===== config.mk =====
export PLATFORM = sky130hd
export DESIGN_NAME = fetch_queue
export DESIGN_NICKNAME = d
export VERILOG_FILES = /design/src/rtl/fetch_pkg.sv /design/src/rtl/fetch_fifo.sv /design/src/rtl/fetch_queue.sv
export SDC_FILE = /design/constraint.sdc
export NUM_CORES = 1
export LEC_CHECK = 0
export ABC_AREA = 1
export CAP_MARGIN = 20
export CORE_UTILIZATION = 44
export DETAILED_ROUTE_END_ITERATION = 6
export HOLD_SLACK_MARGIN = 0.12
export PLACE_DENSITY = 0.77
export RECOVER_POWER = 50
export SYNTH_ARGS = -nofsm -noshare
export SYNTH_HDL_FRONTEND = slang
export SYNTH_SLANG_ARGS = --single-unit

===== constraint.sdc =====
create_clock -name clk -period 11.7 [get_ports clk]
set_input_delay 2.34 -clock clk [delete_from_list [all_inputs] [get_ports clk]]
set_output_delay 2.34 -clock clk [all_outputs]
set_load 0.03 [all_outputs]

===== src/rtl/fetch_pkg.sv =====
`default_nettype none
// ============================================================================
// Module      : fetch_pkg
// Description : Shared types and constants for the fetch stage. Defines the
//               prefetch-queue entry (instruction word plus the PC it was
//               fetched from) and the NOP that decode sees on a bubble.
// Revision    : 1.0 - initial release
// ============================================================================
package fetch_pkg;

  // Datapath width the queue entry is built for. Modules that carry a WIDTH
  // parameter must be instantiated with WIDTH == FQ_WIDTH.
  localparam int FQ_WIDTH = 32;

  // addi x0, x0, 0 : the canonical RISC-V NOP, presented whenever the
  // queue has nothing for decode.
  localparam logic [FQ_WIDTH-1:0] NOP_INSTR = 32'h0000_0013;

  // One prefetch-queue slot.
  typedef struct packed {
    logic [FQ_WIDTH-1:0] instr;
    logic [FQ_WIDTH-1:0] pc;
  } fq_entry_t;

  // Clears the byte-offset bits of an address so fetches stay word aligned.
  function automatic logic [FQ_WIDTH-1:0] word_align(input logic [FQ_WIDTH-1:0] addr);
    return {addr[FQ_WIDTH-1:2], 2'b00};
  endfunction

endpackage : fetch_pkg
`default_nettype wire


===== src/rtl/fetch_fifo.sv =====
`default_nettype none
// ============================================================================
// Module      : fetch_fifo
// Description : DEPTH-entry circular buffer of fq_entry_t used as the
//               prefetch queue between fetch and decode. Head entry is
//               presented combinationally (no bypass of a same-cycle push).
// Revision    : 1.0 - initial release
// ----------------------------------------------------------------------------
// Ports
//   clk        in   1            clock, rising edge
//   rst        in   1            asynchronous, active-high reset
//   flush      in   1            empty the queue at the next edge
//   push       in   1            write push_data at the tail
//   push_data  in   fq_entry_t   entry to write
//   pop        in   1            retire the head entry (ignored when empty)
//   head       out  fq_entry_t   entry at the read pointer
//   count      out  CLOG2(D)+1   number of valid entries, 0..DEPTH
//   empty      out  1            count == 0
// ============================================================================
module fetch_fifo
  import fetch_pkg::*;
#(
  parameter int DEPTH = 4
) (
  input  logic                     clk,
  input  logic                     rst,
  input  logic                     flush,
  input  logic                     push,
  input  fq_entry_t                push_data,
  input  logic                     pop,
  output fq_entry_t                head,
  output logic [$clog2(DEPTH):0]   count,
  output logic                     empty
);

  localparam int PTR_W = $clog2(DEPTH);

  localparam logic [PTR_W:0] c_full_count = (PTR_W + 1)'(DEPTH);
  localparam logic [PTR_W:0] c_one        = (PTR_W + 1)'(1);

  // Storage carries no reset: an entry is only ever read once count says
  // it has been written.
  fq_entry_t        r_mem [DEPTH];
  logic [PTR_W-1:0] r_wr_ptr;
  logic [PTR_W-1:0] r_rd_ptr;
  logic [PTR_W:0]   r_count;

  logic w_push;
  logic w_pop;
  logic w_full;

  assign empty  = (r_count == '0);
  assign w_full = (r_count == c_full_count);

  // A pop on an empty queue is meaningless; a flush overrides both.
  assign w_push = push && !flush;
  assign w_pop  = pop && !empty && !flush;

  // DEPTH is a power of two, so the pointers wrap by plain overflow.
  always_ff @(posedge clk or posedge rst) begin
    if (rst) begin
      r_wr_ptr <= '0;
      r_rd_ptr <= '0;
      r_count  <= '0;
    end else if (flush) begin
      r_wr_ptr <= '0;
      r_rd_ptr <= '0;
      r_count  <= '0;
    end else begin
      if (w_push) begin
        r_wr_ptr <= r_wr_ptr + 1'b1;
      end
      if (w_pop) begin
        r_rd_ptr <= r_rd_ptr + 1'b1;
      end
      // Simultaneous push and pop leave the occupancy unchanged.
      case ({w_push, w_pop})
        2'b10:   r_count <= r_count + c_one;
        2'b01:   r_count <= r_count - c_one;
        default: r_count <= r_count;
      endcase
    end
  end

  always_ff @(posedge clk) begin
    if (w_push) begin
      r_mem[r_wr_ptr] <= push_data;
    end
  end

  assign head  = r_mem[r_rd_ptr];
  assign count = r_count;

  // The issue logic upstream reserves a slot for every outstanding
  // request, so writing into a full queue means that reservation broke.
  a_no_overflow : assert property (@(posedge clk) disable iff (rst)
    (w_push && w_full) |-> w_pop);

endmodule : fetch_fifo
`default_nettype wire


===== src/rtl/fetch_queue.sv =====
`default_nettype none
// ============================================================================
// Module      : fetch_queue
// Description : Fetch stage of the pipelined core. Holds the PC, issues
//               pipelined instruction-memory requests (one-cycle response)
//               and buffers returned instructions in a DEPTH-entry prefetch
//               queue so decode stalls do not stop memory streaming. A
//               redirect from execute flushes the queue and drops any
//               response still on its way.
// Revision    : 1.0 - initial release
// ----------------------------------------------------------------------------
// Ports
//   clk          in   1      clock, rising edge
//   rst          in   1      asynchronous, active-high reset
//   imem_req     out  1      fetch request this cycle
//   imem_addr    out  WIDTH  fetch address (word aligned)
//   imem_rdata   in   WIDTH  instruction, 1 cycle after an accepted request
//   redirect     in   1      taken branch/jump in execute
//   redirect_pc  in   WIDTH  branch/jump target (low two bits ignored)
//   stallD       in   1      decode not accepting this cycle
//   validD       out  1      head entry valid
//   instrD       out  WIDTH  head instruction, NOP when !validD
//   pcD          out  WIDTH  head PC, 0 when !validD
//   pcplus4D     out  WIDTH  pcD + 4, 0 when !validD
// ============================================================================
module fetch_queue
  import fetch_pkg::*;
#(
  parameter int               WIDTH    = FQ_WIDTH,
  parameter int               DEPTH    = 4,
  parameter logic [WIDTH-1:0] RESET_PC = '0
) (
  input  logic             clk,
  input  logic             rst,
  output logic             imem_req,
  output logic [WIDTH-1:0] imem_addr,
  input  logic [WIDTH-1:0] imem_rdata,
  input  logic             redirect,
  input  logic [WIDTH-1:0] redirect_pc,
  input  logic             stallD,
  output logic             validD,
  output logic [WIDTH-1:0] instrD,
  output logic [WIDTH-1:0] pcD,
  output logic [WIDTH-1:0] pcplus4D
);

  localparam int CNT_W = $clog2(DEPTH) + 1;

  localparam logic [WIDTH-1:0] c_pc_step    = WIDTH'(4);
  localparam logic [CNT_W:0]   c_depth      = (CNT_W + 1)'(DEPTH);

  // PC of the next request to issue.
  logic [WIDTH-1:0] r_pc;
  // A request was issued last cycle; its word is on imem_rdata now.
  logic             r_inflight;
  // PC of that in-flight request, stored alongside the returned word.
  logic [WIDTH-1:0] r_fetch_pc;
  // Set for the cycle after a redirect: whatever arrives then belongs to
  // the abandoned path.
  logic             r_cancel;

  logic [CNT_W-1:0] w_count;
  logic [CNT_W:0]   w_occupancy;
  logic             w_empty;
  logic             w_issue;
  logic             w_push;
  logic             w_pop;
  logic             w_valid;
  fq_entry_t        w_push_data;
  fq_entry_t        w_head;

  // Entries already queued plus the one still in flight. Issuing only when
  // this leaves room guarantees every response has a slot waiting for it.
  assign w_occupancy = {1'b0, w_count} + {{CNT_W{1'b0}}, r_inflight};

  // rst is included so the request line is quiet for the whole reset
  // window, not just from the first edge.
  assign w_issue = !rst && !redirect && (w_occupancy < c_depth);

  // A redirect freezes the queue for its cycle: the word arriving now and
  // the head entry both belong to the wrong path.
  assign w_push  = r_inflight && !r_cancel && !redirect;
  assign w_valid = !w_empty;
  assign w_pop   = w_valid && !stallD && !redirect;

  assign w_push_data.instr = imem_rdata;
  assign w_push_data.pc    = r_fetch_pc;

  always_ff @(posedge clk or posedge rst) begin
    if (rst) begin
      r_pc       <= RESET_PC;
      r_inflight <= 1'b0;
      r_fetch_pc <= '0;
      r_cancel   <= 1'b0;
    end else if (redirect) begin
      r_pc       <= word_align(redirect_pc);
      r_inflight <= 1'b0;
      r_cancel   <= 1'b1;
    end else begin
      r_cancel   <= 1'b0;
      r_inflight <= w_issue;
      if (w_issue) begin
        r_fetch_pc <= r_pc;
        // Wraps modulo 2^WIDTH; running off the top of memory is not trapped.
        r_pc       <= r_pc + c_pc_step;
      end
    end
  end

  fetch_fifo #(
    .DEPTH (DEPTH)
  ) u_fifo (
    .clk       (clk),
    .rst       (rst),
    .flush     (redirect),
    .push      (w_push),
    .push_data (w_push_data),
    .pop       (w_pop),
    .head      (w_head),
    .count     (w_count),
    .empty     (w_empty)
  );

  assign imem_req  = w_issue;
  assign imem_addr = r_pc;

  // Decode sees a clean NOP bubble whenever the queue is empty, so a stale
  // slot is never exposed after a flush or reset.
  assign validD   = w_valid;
  assign instrD   = w_valid ? w_head.instr             : NOP_INSTR;
  assign pcD      = w_valid ? w_head.pc                : '0;
  assign pcplus4D = w_valid ? (w_head.pc + c_pc_step)  : '0;

endmodule : fetch_queue
`default_nettype wire

==> impl_metrics.sql, run 1 <==
INSERT INTO impl_metrics (metric_group, metric, value, unit) VALUES
('die', 'fp.coreArea', '0.03345', 'mm²'),
('die', 'ioPinCount', '198', ''),
('worst_setup_path', 'critPathRequiredTime', '9.36', 'ns'),
('sta', 'report.final.hold_viol_count', '0', ''),
('synthesis', 'synth_area_leaders', 'sky130_fd_sc_hd__edfxtp_1 (50%), sky130_fd_sc_hd__dfrtp_1 (12%), sky130_fd_sc_hd__nand2_1 (11%)', ''),
('drt', 'drt_first_pass_iters', '7', ''),
('drt', 'routed-via-count', '11570', ''),
('die', 'die-area', '0.03469', 'mm²'),
('worst_setup_path', 'critPathArrivalTime', '4.94', 'ns'),
('pwr', 'vdd.ir_drop.worst', '131.5', 'µV'),
('synthesis', 'synth-main-ff-cell', 'sky130_fd_sc_hd__edfxtp_1', ''),
('synthesis', 'yosysTopAreaCell', 'sky130_fd_sc_hd__edfxtp_1', ''),
('clock_network', 'h_tree_levels', '1', ''),
('clock_network', 'cts_num_sinks', '317', ''),
('placement', 'dp.final_hpwl', '23.88', 'mm'),
('clock_network', 'clock_insertion_delay_worst_skew', '0.55', 'ns'),
('worst_setup_path', 'worst-setup-path-type', 'input port to primary output', ''),
('placement', 'post_dp_cell_area', '0.01714', 'mm²'),
('grt', 'gr-total-overflow', '0', ''),
('clock_network', 'postCtsSetupBuffers', '0', ''),
('final_layout', 'final-instance-count-excl-fill', '2218', ''),
('pwr', 'total_leakage_power', '0.007006', 'µW'),
('final_layout', 'finish.instance_area', '0.01804', 'mm²'),
('worst_setup_path', 'critPathCaptureType', 'primary output', ''),
('placement', 'numPlacedInstances', '2166', ''),
('clock_network', 'cts_tree', 'built', ''),
('final_layout', 'layout_stage_area_growth_over_the_synthesis_result', '20.78', '%'),
('sta', 'min_period_over_period', '0.6223', ''),
('placement', 'place.port_buffers', '189', ''),
('synthesis', 'yosys_warnings', '0', ''),
('placement', 'dp_slack', '5.064', 'ns'),
('die', 'die_width', '186.3', 'µm'),
('sta', 'slew_headroom', '-1.434', ''),
('sta', 'rsz0062_at_grt', 'false', ''),
('drt', 'total_wirelength', '36.71', 'mm'),
('sta', 'period_needed', '7.281', 'ns'),
('sta', 'worst_max_slew_pin_slew', '3.650', 'ns'),
('synthesis', 'seq_area_frac_synth', '0.6141', ''),
('sta', 'clock_skews', '0.02048', 'ns'),
('placement', 'gpl.final_weighted_congestion', '0.8888', ''),
('sta', 'worst_slack', '4.419', 'ns'),
('sta', 'fin_setup_tns', '0', 'ns'),
('drt', 'post-route-drc-count', '0', ''),
('die', 'die-height', '186.3', 'µm'),
('final_layout', 'final_layout_size_suffix_gt1_frac', '0.05650', ''),
('pwr', 'pd_cells', '240.0', 'mW/mm²'),
('grt', 'antenna_found_initial', '0', ''),
('synthesis', 'syn_inst', '1587', ''),
('drt', 'antenna_left', '0', ''),
('run', 'max_cap_violations', '3', ''),
('sta', 'report.final.slew_viol_count', '162', ''),
('clock_network', 'cts_resized', '0', ''),
('synthesis', 'synthDistinctLibCells', '39', ''),
('drt', 'wire_per_inst', '16.55', 'µm'),
('final_layout', 'antenna_cells_inserted', '0', ''),
('sta', 'fmax', '137.4', 'MHz'),
('synthesis', 'postSynth.asyncResetShare', '0.2177', ''),
('grt', 'global_route_wire_length_before_repair', '57.37', 'mm'),
('clock_network', 'total_cts_buffers', '30', ''),
('clock_network', 'cts.path.max_buffers', '3', ''),
('synthesis', 'average_cell_area_after_synthesis', '9.413', 'µm²'),
('worst_hold_path', 'worst_hold_path_type', 'flip-flop to flip-flop', ''),
('die', 'floorplan.initialDensity', '0.4466', ''),
('worst_setup_path', 'highest_net_fanout_along_the_worst_path', '39', ''),
('grt', 'maximum_number_of_pins_on_one_net_before_global_route_repair', '89', ''),
('synthesis', 'share_of_the_synthesized_area_in_the_top_cell_type', '0.4985', ''),
('synthesis', 'mappedNetlistArea', '0.01494', 'mm²'),
('grt', 'grt_pass1_vias', '10860', ''),
('sta', 'setup-violations-final', '0', ''),
('worst_setup_path', 'start_kind', 'input port', ''),
('synthesis', 'synth-seq-cells', '317', ''),
('drt', 'drt_iter0_markers', '999', ''),
('die', 'fp-row-count', '67', ''),
('run_status', 'violated_checks', 'capacitance limit, slew limit', ''),
('run_status', 'status', 'finished, violations left', ''),
('synthesis', 'number_of_flops_mapped_to_enable_cells_by_yosys', '248', ''),
('clock_network', 'clockRootBuffer', 'sky130_fd_sc_hd__clkbuf_16', ''),
('clock_network', 'clk_pin_slew_worst_paths', '0.06', 'ns'),
('drt', 'route.detailed.vias_per_inst', '5.216', ''),
('grt', 'grt_util_all_layers', '0.2116', ''),
('clock_network', 'cts-hold-fix-buffers', '0', ''),
('final_layout', 'final_nets', '1825', '');
[report_power, final]
group	total, µW	internal, µW	switching [µW]
Sequential	1510	1360	150
Clock	907	508	398
Combinational	1910	634	1280
Total	4330	2500	1830
[cell type report]
type / count / area, µm²
Fill cell: 2851 / 15410
Clock inverter: 12 / 70.07
Clock buffer: 40 / 850.8
Timing Repair Buffer: 204 / 1986
Inverter: 101 / 381.6
Sequential cell: 317 / 9179
Tap cell: 448 / 560.5
Multi-Input combinational cell: 1096 / 5015
[cells by family after synthesis]
family	after synthesis	synth area share
xor gates and xnor gates	22	0.01290
adders and majority gates	7	0.006366
DFF	317	0.6141
AOI/OAI and AO/OA	203	0.07622
and+or+nand+nor	858	0.2359
buffers and inverters	179	0.05428
other	1	0.0002510
[per-stage QoR]
step | hold WS, ns | total power, µW | utilization
after global routing | 0.5382 | 4570 | 0.5394
after global placement | 0.4873 | 3409 | 0.5124
after CTS | 0.5158 | 4354 | 0.5400
after detailed placement | 0.5001 | 3451 | 0.5124
final | 0.5177 | 4330 | 0.5394
after floorplan | 0.4763 | 2714 | -
[critical path, cell delays in order]
cell and delay, ns:
sky130_fd_sc_hd__dlygate4sd3_1 0.52, sky130_fd_sc_hd__clkbuf_1 1.25, sky130_fd_sc_hd__nor3_1 0.16, sky130_fd_sc_hd__clkdlybuf4s50_1 0.67
[Yosys cell counts (10+ instances only)]
library cell,count
sky130_fd_sc_hd__nor3_1,17
sky130_fd_sc_hd__nor2_1,255
sky130_fd_sc_hd__inv_1,98
sky130_fd_sc_hd__o21ai_0,114
sky130_fd_sc_hd__nand4_1,14
sky130_fd_sc_hd__nand2_2,16
sky130_fd_sc_hd__dfrtp_1,69
sky130_fd_sc_hd__a22oi_1,24
sky130_fd_sc_hd__xor2_1,20
sky130_fd_sc_hd__edfxtp_1,248
sky130_fd_sc_hd__clkbuf_1,31
sky130_fd_sc_hd__nand2_1,434
sky130_fd_sc_hd__buf_4,10
sky130_fd_sc_hd__a21oi_1,41
sky130_fd_sc_hd__nand3_1,96
sky130_fd_sc_hd__nor2_2,15
sky130_fd_sc_hd__buf_2,23
[per-layer routing]
layer	part of all wire	GRT usage	routed length [µm]
met1	0.45	0.3048	16350
met2	0.46	0.3376	16760
met3	0.076	0.02784	2796
met4	0.022	0.05639	803
met5	0	0	0
[worst paths after layout]
check	start	end	slack, ns	depth (start not counted)
min in group asynchronous	rst	imem_addr[30]$_DFFE_PP0N_	3.74	3
setup / recovery	redirect	imem_req	4.42	4
hold reg to reg	r_fetch_pc[9]$_DFFE_PP0P_	u_fifo.r_mem[1][9]$_DFFE_PP_	0.52	0
hold / removal	r_fetch_pc[9]$_DFFE_PP0P_	u_fifo.r_mem[1][9]$_DFFE_PP_	0.52	0
setup reg to reg	u_fifo.count[2]$_DFFE_PP0P_	imem_addr[31]$_DFFE_PP0N_	7.60	8
max in group asynchronous	rst	u_fifo.r_rd_ptr[0]$_DFFE_PP0P_	5.41	3
[registers in the layout (all words and copies together) (netlist names)]
| name | flops |
|---|---|
| r_inflight | 1 |
| imem_addr | 30 |
| u_fifo.r_wr_ptr | 2 |
| u_fifo.count | 3 |
| r_cancel | 1 |
| u_fifo.r_rd_ptr | 2 |
| r_fetch_pc | 30 |
| u_fifo.r_mem | 248 |
[cell usage in the layout (no fill, tap or decap), drive strengths merged, types with 6 or more instances in the layout]
cell           count
conb               6
nand3             96
nor2             272
a21oi             41
buf               10
nor3              20
clkinv             8
nand2            450
xor2              20
a22oi             24
inv              102
nand4             14
clkdlybuf4s50    134
dfrtp             69
ha                 6
dlygate4sd3       55
clkbuf            45
o21ai            115
o211ai             9
edfxtp           248
Note: power is estimated with default switching activity, not from simulation.
==> run 2: changes to the inputs <==
- PLACE_DENSITY: 0.77 -> 0.8
- clock period: 11.7 -> 6.4 ns (I/O delays scaled with it)
==> impl_metrics.sql, run 2 (synthesis results as in run 1) <==
INSERT INTO impl_metrics (metric_group, metric, value, unit) VALUES
('worst_setup_path', 'critPathRequiredTime', '5.12', 'ns'),
('worst_setup_path', 'worst_r2r_startpoint', 'u_fifo.count[0]$_DFFE_PP0P_', ''),
('final_layout', 'fillers', '2773', ''),
('final_layout', 'layout_stage_area_growth_over_the_synthesis_result', '22.56', '%'),
('drt', 'post-route-drc-count', '0', ''),
('sta', 'slew_headroom', '-0.4447', ''),
('clock_network', 'clk_pin_slew_worst_paths', '0.06', 'ns'),
('worst_setup_path', 'timing.critical_path.mode_cell', 'sky130_fd_sc_hd__nand2_1', ''),
('sta', 'clock_skews', '0.01751', 'ns'),
('pwr', 'pd_cells', '448.2', 'mW/mm²'),
('clock_network', 'h_tree_levels', '1', ''),
('pwr', 'gate_power_share', '0.430', ''),
('placement', 'gpl.final_weighted_congestion', '0.9517', ''),
('pwr', 'total_leakage_power', '0.007121', 'µW'),
('sta', 'fin_setup_tns', '0', 'ns'),
('worst_setup_path', 'r2r_cells', '8', ''),
('final_layout', 'final_layout_size_suffix_gt1_frac', '0.05965', ''),
('grt', 'grt_util_all_layers', '0.2087', ''),
('clock_network', 'cts.path.max_buffers', '3', ''),
('sta', 'setup-violations-final', '0', ''),
('clock_network', 'cts_num_sinks', '317', ''),
('grt', 'global_route_wire_length_before_repair', '56.80', 'mm'),
('run_status', 'violated_checks', 'capacitance limit, slew limit', ''),
('die', 'fp.coreArea', '0.03345', 'mm²'),
('drt', 'antenna_left', '0', ''),
('drt', 'drt_iter0_markers', '1014', ''),
('clock_network', 'clockRootBuffer', 'sky130_fd_sc_hd__clkbuf_16', ''),
('worst_setup_path', 'cp_cell_sequence', 'inv_4 > buf_4 > nand2_1 > nand3_1 > nand2_1 > nor2_1 > nand2_1 > nor2_1 > nand3_1 > nand2_1 > nand2_1 > nor2_1 > clkdlybuf4s50_1', ''),
('placement', 'dp.final_hpwl', '24.19', 'mm'),
('worst_setup_path', 'crit-reg2reg-capture', 'imem_addr[3]$_DFFE_PP0N_', ''),
('clock_network', 'total_cts_buffers', '31', ''),
('die', 'floorplan.initialDensity', '0.4466', ''),
('sta', 'fmax', '180.9', 'MHz'),
('worst_setup_path', 'critPathArrivalTime', '4.25', 'ns'),
('pwr', 'seq_power_share', '0.335', ''),
('worst_setup_path', 'crit_start', 'u_fifo.r_rd_ptr[0]$_DFFE_PP0P_', ''),
('worst_setup_path', 'critical_path.slowest_cell', 'sky130_fd_sc_hd__clkdlybuf4s50_1', ''),
('final_layout', 'mostFrequentLayoutCell', 'sky130_fd_sc_hd__nand2_1', ''),
('worst_setup_path', 'highest_net_fanout_along_the_worst_path', '69', ''),
('run', 'max_cap_violations', '4', ''),
('pwr', 'power_switching_share', '0.4074', ''),
('grt', 'maximum_number_of_pins_on_one_net_before_global_route_repair', '99', ''),
('final_layout', 'final_nets', '1828', ''),
('run_status', 'status', 'finished, violations left', ''),
('pwr', 'switching_power_total', '3343', 'µW'),
('clock_network', 'cts_resized', '0', ''),
('worst_setup_path', 'critical_path.max_stage_delay', '0.68', 'ns'),
('die', 'fp-row-count', '67', ''),
('sta', 'rsz0062_at_grt', 'false', ''),
('sta', 'period_needed', '5.529', 'ns'),
('worst_setup_path', 'critPathCaptureType', 'primary output', ''),
('sta', 'report.final.slew_viol_count', '123', ''),
('drt', 'routed-via-count', '11610', ''),
('final_layout', 'largest_register_ffs', '248', ''),
('pwr', 'clock_power_share', '0.235', ''),
('sta', 'worst_max_slew_pin_slew', '2.167', 'ns'),
('final_layout', 'largest_register', 'u_fifo.r_mem', ''),
('clock_network', 'postCtsSetupBuffers', '0', ''),
('pwr', 'cell_internal_pwr', '4862', 'µW'),
('clock_network', 'cts_tree', 'built', ''),
('clock_network', 'cts-hold-fix-buffers', '0', ''),
('grt', 'grt_pass1_vias', '10850', ''),
('placement', 'place.port_buffers', '189', ''),
('sta', 'report.final.hold_viol_count', '0', ''),
('die', 'die-height', '186.3', 'µm'),
('sta', 'min_period_over_period', '0.8639', ''),
('drt', 'route.detailed.vias_per_inst', '5.217', ''),
('worst_setup_path', 'critPathCapture', 'pcplus4D[21]', ''),
('pwr', 'vdd.ir_drop.worst', '276.7', 'µV'),
('clock_network', 'clock_insertion_delay_worst_skew', '0.55', 'ns'),
('grt', 'gr-total-overflow', '0', ''),
('worst_hold_path', 'worst_hold_path_type', 'flip-flop to flip-flop', ''),
('final_layout', 'antenna_cells_inserted', '0', ''),
('final_layout', 'layout.cells.most_common_list', 'sky130_fd_sc_hd__nand2_1 (434), sky130_fd_sc_hd__nor2_1 (253), sky130_fd_sc_hd__edfxtp_1 (248), sky130_fd_sc_hd__clkdlybuf4s50_1 (155), sky130_fd_sc_hd__o21ai_0 (114)', ''),
('worst_setup_path', 'worst-setup-path-type', 'flip-flop to primary output', ''),
('die', 'die_width', '186.3', 'µm'),
('die', 'ioPinCount', '198', ''),
('drt', 'wire_per_inst', '16.33', 'µm'),
('worst_setup_path', 'reg2reg_slack', '2.99', 'ns'),
('drt', 'drt_first_pass_iters', '5', ''),
('final_layout', 'final_core_utilization', '0.5473', ''),
('worst_setup_path', 'start_kind', 'flip-flop', ''),
('grt', 'antenna_found_initial', '0', ''),
('drt', 'total_wirelength', '36.33', 'mm'),
('die', 'die-area', '0.03469', 'mm²');
==> run 2: cell count changes in the layout (fill, tap and decap cells not counted), moves of 3 or more <==
cell	delta
sky130_fd_sc_hd__clkdlybuf4s50_1	+21
sky130_fd_sc_hd__dlygate4sd3_1	-21
sky130_fd_sc_hd__bufinv_16	+7
sky130_fd_sc_hd__buf_12	+5
sky130_fd_sc_hd__buf_4	-4
sky130_fd_sc_hd__clkinv_2	+3
==> run 2: how the worst min path moves through the flow <==
stage	startpoint	to	slack [ns]	depth (start not counted)
3_3_place_gp	r_fetch_pc[25]$_DFFE_PP0P_	u_fifo.r_mem[1][25]$_DFFE_PP_	0.48	0
2_1_floorplan	r_fetch_pc[10]$_DFFE_PP0P_	u_fifo.r_mem[0][10]$_DFFE_PP_	0.48	0
6_report	r_fetch_pc[26]$_DFFE_PP0P_	u_fifo.r_mem[3][26]$_DFFE_PP_	0.52	0
4_1_cts	r_fetch_pc[15]$_DFFE_PP0P_	u_fifo.r_mem[1][15]$_DFFE_PP_	0.52	0
3_5_place_dp	r_fetch_pc[15]$_DFFE_PP0P_	u_fifo.r_mem[1][15]$_DFFE_PP_	0.50	0
5_1_grt	r_fetch_pc[15]$_DFFE_PP0P_	u_fifo.r_mem[1][15]$_DFFE_PP_	0.54	0
==> run 2: layout make-up <==
type | count | area [µm²] | share of cell area
flip-flops and latches | 317 | 9179 | 0.5014
multi-input cells | 1096 | 5000 | 0.2731
repair buffers | 206 | 2083 | 0.1138
clock buffers | 38 | 832.0 | 0.04545
well taps | 448 | 560.5 | 0.03062
inverters | 101 | 381.6 | 0.02084
clock inverters | 19 | 271.5 | 0.01483
==> run 2: stage by stage <==
step	setup slack, ns	power [µW]	cells	cell area [µm²]	hold WS [ns]
2_1_floorplan	1.588	4962	1592	14960	0.4763
3_3_place_gp	1.516	6236	2166	17200	0.4849
3_5_place_dp	1.455	6301	2168	17250	0.4980
4_1_cts	0.8679	8236	2225	18350	0.5197
5_1_grt	0.5055	8637	2225	18310	0.5373
6_report	0.8713	8205	2225	18310	0.5225
==> run 2: critical path, delay by kind of cell, from the launching register on <==
kind / cells / cell delay [ns]
buffers and inverters: 3 / 1.88
DFF: 1 / 0.65
and+or+nand+nor: 10 / 1.13
==> run 2: power groups by stage <==
| stage | logic (µW) | clock network, µW | registers, µW |
|---|---|---|---|
| final | 3520 | 1930 | 2750 |
| after global placement | 3470 | 0 | 2760 |
| after floorplan | 2230 | 0 | 2730 |
| after detailed placement | 3520 | 0 | 2780 |
| after CTS | 3540 | 1960 | 2740 |
| after global routing | 3820 | 2040 | 2780 |
==> run 2: routing by layer <==
layer	wire [µm]	track usage	part of all wire	vias to the layer above
met5	0	0	0	-
met4	658	0.05639	0.018	0
met3	2963	0.02414	0.082	53
met2	16690	0.3313	0.46	506
met1	16030	0.3041	0.44	5407
li1	-	-	-	5642
==> run 3: changes to the inputs <==
- PLACE_DENSITY: 0.8 -> 0.77
- SETUP_SLACK_MARGIN: not set -> 0.1
- clock period: 6.4 -> 6.2 ns (I/O delays scaled with it)
==> impl_metrics.sql, run 3 (synthesis results as in run 1) <==
INSERT INTO impl_metrics (metric_group, metric, value, unit) VALUES
('run_status', 'status', 'finished, violations left', ''),
('run_status', 'violated_checks', 'capacitance limit, slew limit', ''),
('final_layout', 'largest_register', 'u_fifo.r_mem', ''),
('sta', 'min_period_over_period', '0.8852', ''),
('worst_setup_path', 'critPathArrivalTime', '4.25', 'ns'),
('die', 'die-height', '186.3', 'µm'),
('die', 'die-area', '0.03469', 'mm²'),
('grt', 'grt_pass1_vias', '11150', ''),
('worst_setup_path', 'critPathCapture', 'pcplus4D[29]', ''),
('clock_network', 'clockRootBuffer', 'sky130_fd_sc_hd__clkbuf_16', ''),
('worst_setup_path', 'highest_net_fanout_along_the_worst_path', '69', ''),
('grt', 'grt_util_all_layers', '0.2186', ''),
('grt', 'gr-total-overflow', '0', ''),
('worst_setup_path', 'worst_r2r_startpoint', 'u_fifo.count[1]$_DFFE_PP0P_', ''),
('worst_setup_path', 'crit-reg2reg-capture', 'imem_addr[3]$_DFFE_PP0N_', ''),
('worst_setup_path', 'reg2reg_slack', '2.61', 'ns'),
('die', 'ioPinCount', '198', ''),
('sta', 'rsz0062_at_grt', 'false', ''),
('sta', 'fmax', '182.2', 'MHz'),
('pwr', 'total_leakage_power', '0.007127', 'µW'),
('placement', 'post_dp_cell_area', '0.01717', 'mm²'),
('pwr', 'cell_internal_pwr', '4942', 'µW'),
('worst_setup_path', 'critPathCaptureType', 'primary output', ''),
('pwr', 'switching_power_total', '3520', 'µW'),
('sta', 'period_needed', '5.488', 'ns'),
('drt', 'total_wirelength', '37.91', 'mm'),
('sta', 'worst_max_slew_pin_slew', '2.196', 'ns'),
('worst_setup_path', 'worst-setup-path-type', 'flip-flop to primary output', ''),
('clock_network', 'clock_insertion_delay_worst_skew', '0.51', 'ns'),
('clock_network', 'cts-hold-fix-buffers', '0', ''),
('final_layout', 'final_layout_size_suffix_gt1_frac', '0.06173', ''),
('final_layout', 'mostFrequentLayoutCell', 'sky130_fd_sc_hd__nand2_1', ''),
('clock_network', 'postCtsSetupBuffers', '0', ''),
('run', 'max_cap_violations', '2', ''),
('grt', 'maximum_number_of_pins_on_one_net_before_global_route_repair', '70', ''),
('pwr', 'gate_power_share', '0.428', ''),
('worst_setup_path', 'r2r_cells', '8', ''),
('drt', 'wire_per_inst', '16.99', 'µm'),
('final_layout', 'finish.instance_area', '0.01826', 'mm²'),
('placement', 'dp.final_hpwl', '24.88', 'mm'),
('sta', 'report.final.hold_viol_count', '0', ''),
('worst_setup_path', 'crit_start', 'u_fifo.r_rd_ptr[0]$_DFFE_PP0P_', ''),
('final_layout', 'fillers', '2864', ''),
('sta', 'hold_slack', '0.5173', 'ns'),
('drt', 'routed-via-count', '11730', ''),
('die', 'floorplan.initialDensity', '0.4466', ''),
('final_layout', 'final-seq-area', '0.009179', 'mm²'),
('placement', 'gpl.final_weighted_congestion', '0.9032', ''),
('clock_network', 'total_cts_buffers', '34', ''),
('drt', 'antenna_left', '0', ''),
('clock_network', 'cts_resized', '0', ''),
('drt', 'post-route-drc-count', '0', ''),
('pwr', 'vdd.ir_drop.worst', '273.1', 'µV'),
('clock_network', 'cts_tree', 'built', ''),
('drt', 'route.detailed.vias_per_inst', '5.254', ''),
('grt', 'antenna_found_initial', '2', ''),
('sta', 'fin_setup_tns', '0', 'ns'),
('pwr', 'report.power.total', '8462', 'µW'),
('final_layout', 'layout_stage_area_growth_over_the_synthesis_result', '22.22', '%'),
('die', 'die_width', '186.3', 'µm'),
('final_layout', 'final_core_utilization', '0.5458', ''),
('pwr', 'seq_power_share', '0.338', ''),
('die', 'fp.coreArea', '0.03345', 'mm²'),
('sta', 'clock_skews', '0.02760', 'ns'),
('final_layout', 'final_nets', '1833', ''),
('worst_setup_path', 'critPathRequiredTime', '4.96', 'ns'),
('final_layout', 'largest_register_ffs', '248', ''),
('sta', 'slew_headroom', '-0.4637', ''),
('final_layout', 'multi_input_logic_area', '0.005015', 'mm²'),
('die', 'fp-row-count', '67', ''),
('worst_hold_path', 'worst_hold_path_type', 'flip-flop to flip-flop', ''),
('drt', 'drt_first_pass_iters', '5', ''),
('drt', 'drt_iter0_markers', '1139', ''),
('clock_network', 'cts_num_sinks', '317', ''),
('sta', 'report.final.slew_viol_count', '84', ''),
('worst_setup_path', 'start_kind', 'flip-flop', ''),
('sta', 'setup-violations-final', '0', ''),
('grt', 'global_route_wire_length_before_repair', '58.96', 'mm'),
('placement', 'place.port_buffers', '189', ''),
('pwr', 'clock_power_share', '0.234', ''),
('pwr', 'power_switching_share', '0.4160', ''),
('clock_network', 'h_tree_levels', '2', ''),
('clock_network', 'clk_pin_slew_worst_paths', '0.06', 'ns'),
('final_layout', 'layout.cells.most_common_list', 'sky130_fd_sc_hd__nand2_1 (434), sky130_fd_sc_hd__nor2_1 (251), sky130_fd_sc_hd__edfxtp_1 (248), sky130_fd_sc_hd__clkdlybuf4s50_1 (130), sky130_fd_sc_hd__o21ai_0 (114)', ''),
('clock_network', 'cts.path.max_buffers', '3', ''),
('pwr', 'pd_cells', '463.5', 'mW/mm²');
==> run 3: changes by cell type in the layout (fill, tap and decap cells not counted), sizes merged <==
cell | before | now
buf | 12 | 15
clkbuf | 43 | 47
bufinv | 7 | 3
dlygate4sd3 | 34 | 59
inv | 101 | 104
diode | 0 | 2
clkinvlp | 1 | 0
clkdlybuf4s50 | 155 | 130
==> run 3: how the worst min path moves through the flow <==
stage               cells past startpoint                       start                             to
finish                                  0  r_fetch_pc[29]$_DFFE_PP0P_  u_fifo.r_mem[3][29]$_DFFE_PP_
global route                            0  r_fetch_pc[28]$_DFFE_PP0P_  u_fifo.r_mem[0][28]$_DFFE_PP_
CTS                                     0  r_fetch_pc[28]$_DFFE_PP0P_  u_fifo.r_mem[0][28]$_DFFE_PP_
detailed placement                      0  r_fetch_pc[28]$_DFFE_PP0P_  u_fifo.r_mem[2][28]$_DFFE_PP_
global placement                        0  r_fetch_pc[28]$_DFFE_PP0P_  u_fifo.r_mem[2][28]$_DFFE_PP_
floorplan                               0  r_fetch_pc[10]$_DFFE_PP0P_  u_fifo.r_mem[0][10]$_DFFE_PP_
==> run 3: area by class of cell <==
cell class,instances,area share
inverters,101,0.02090
clock buffers,43,0.04962
diodes,2,0.0002741
flip-flops and latches,317,0.5027
multi-input cells,1096,0.2747
well taps,448,0.03070
repair buffers,208,0.1106
clock inverters,17,0.01049
==> run 3: through the flow <==
step | instances | worst slack [ns]
finish | 2232 | 0.7118
global route | 2232 | 0.4146
CTS | 2230 | 0.6883
detailed placement | 2170 | 1.217
global placement | 2170 | 1.298
floorplan | 1592 | 1.428
==> run 3: routing by layer <==
| layer | vias to the layer above | global-route usage | wire length [µm] |
|---|---|---|---|
| met5 | - | 0 | 0 |
| met4 | 0 | 0.06098 | 773 |
| met3 | 57 | 0.02570 | 2645 |
| met2 | 458 | 0.3528 | 17630 |
| met1 | 5569 | 0.3121 | 16860 |
| li1 | 5643 | - | - |
==> run 3: worst max-delay path, cell delays in order, from the launching register on <==
cell	delay, ns
sky130_fd_sc_hd__dfrtp_4	0.90
sky130_fd_sc_hd__buf_4	0.72
sky130_fd_sc_hd__nand2_1	0.17
sky130_fd_sc_hd__nand2_1	0.13
sky130_fd_sc_hd__nand2_1	0.05
sky130_fd_sc_hd__nand2_1	0.18
sky130_fd_sc_hd__nand2_1	0.10
sky130_fd_sc_hd__nor2_1	0.17
sky130_fd_sc_hd__nand2_1	0.10
sky130_fd_sc_hd__nor2_1	0.22
sky130_fd_sc_hd__nand2_1	0.08
sky130_fd_sc_hd__nand2_1	0.06
sky130_fd_sc_hd__nand2_1	0.06
sky130_fd_sc_hd__nor2_1	0.10
sky130_fd_sc_hd__clkdlybuf4s50_1	0.69
==> run 3: power by group through the flow <==
stage	registers, µW	logic, µW	clock network (µW)
2_1_floorplan	2820	2300	0
3_3_place_gp	2870	3570	0
3_5_place_dp	2890	3620	0
4_1_cts	2860	3640	2010
5_1_grt	2890	3920	2090
6_report	2860	3620	1980
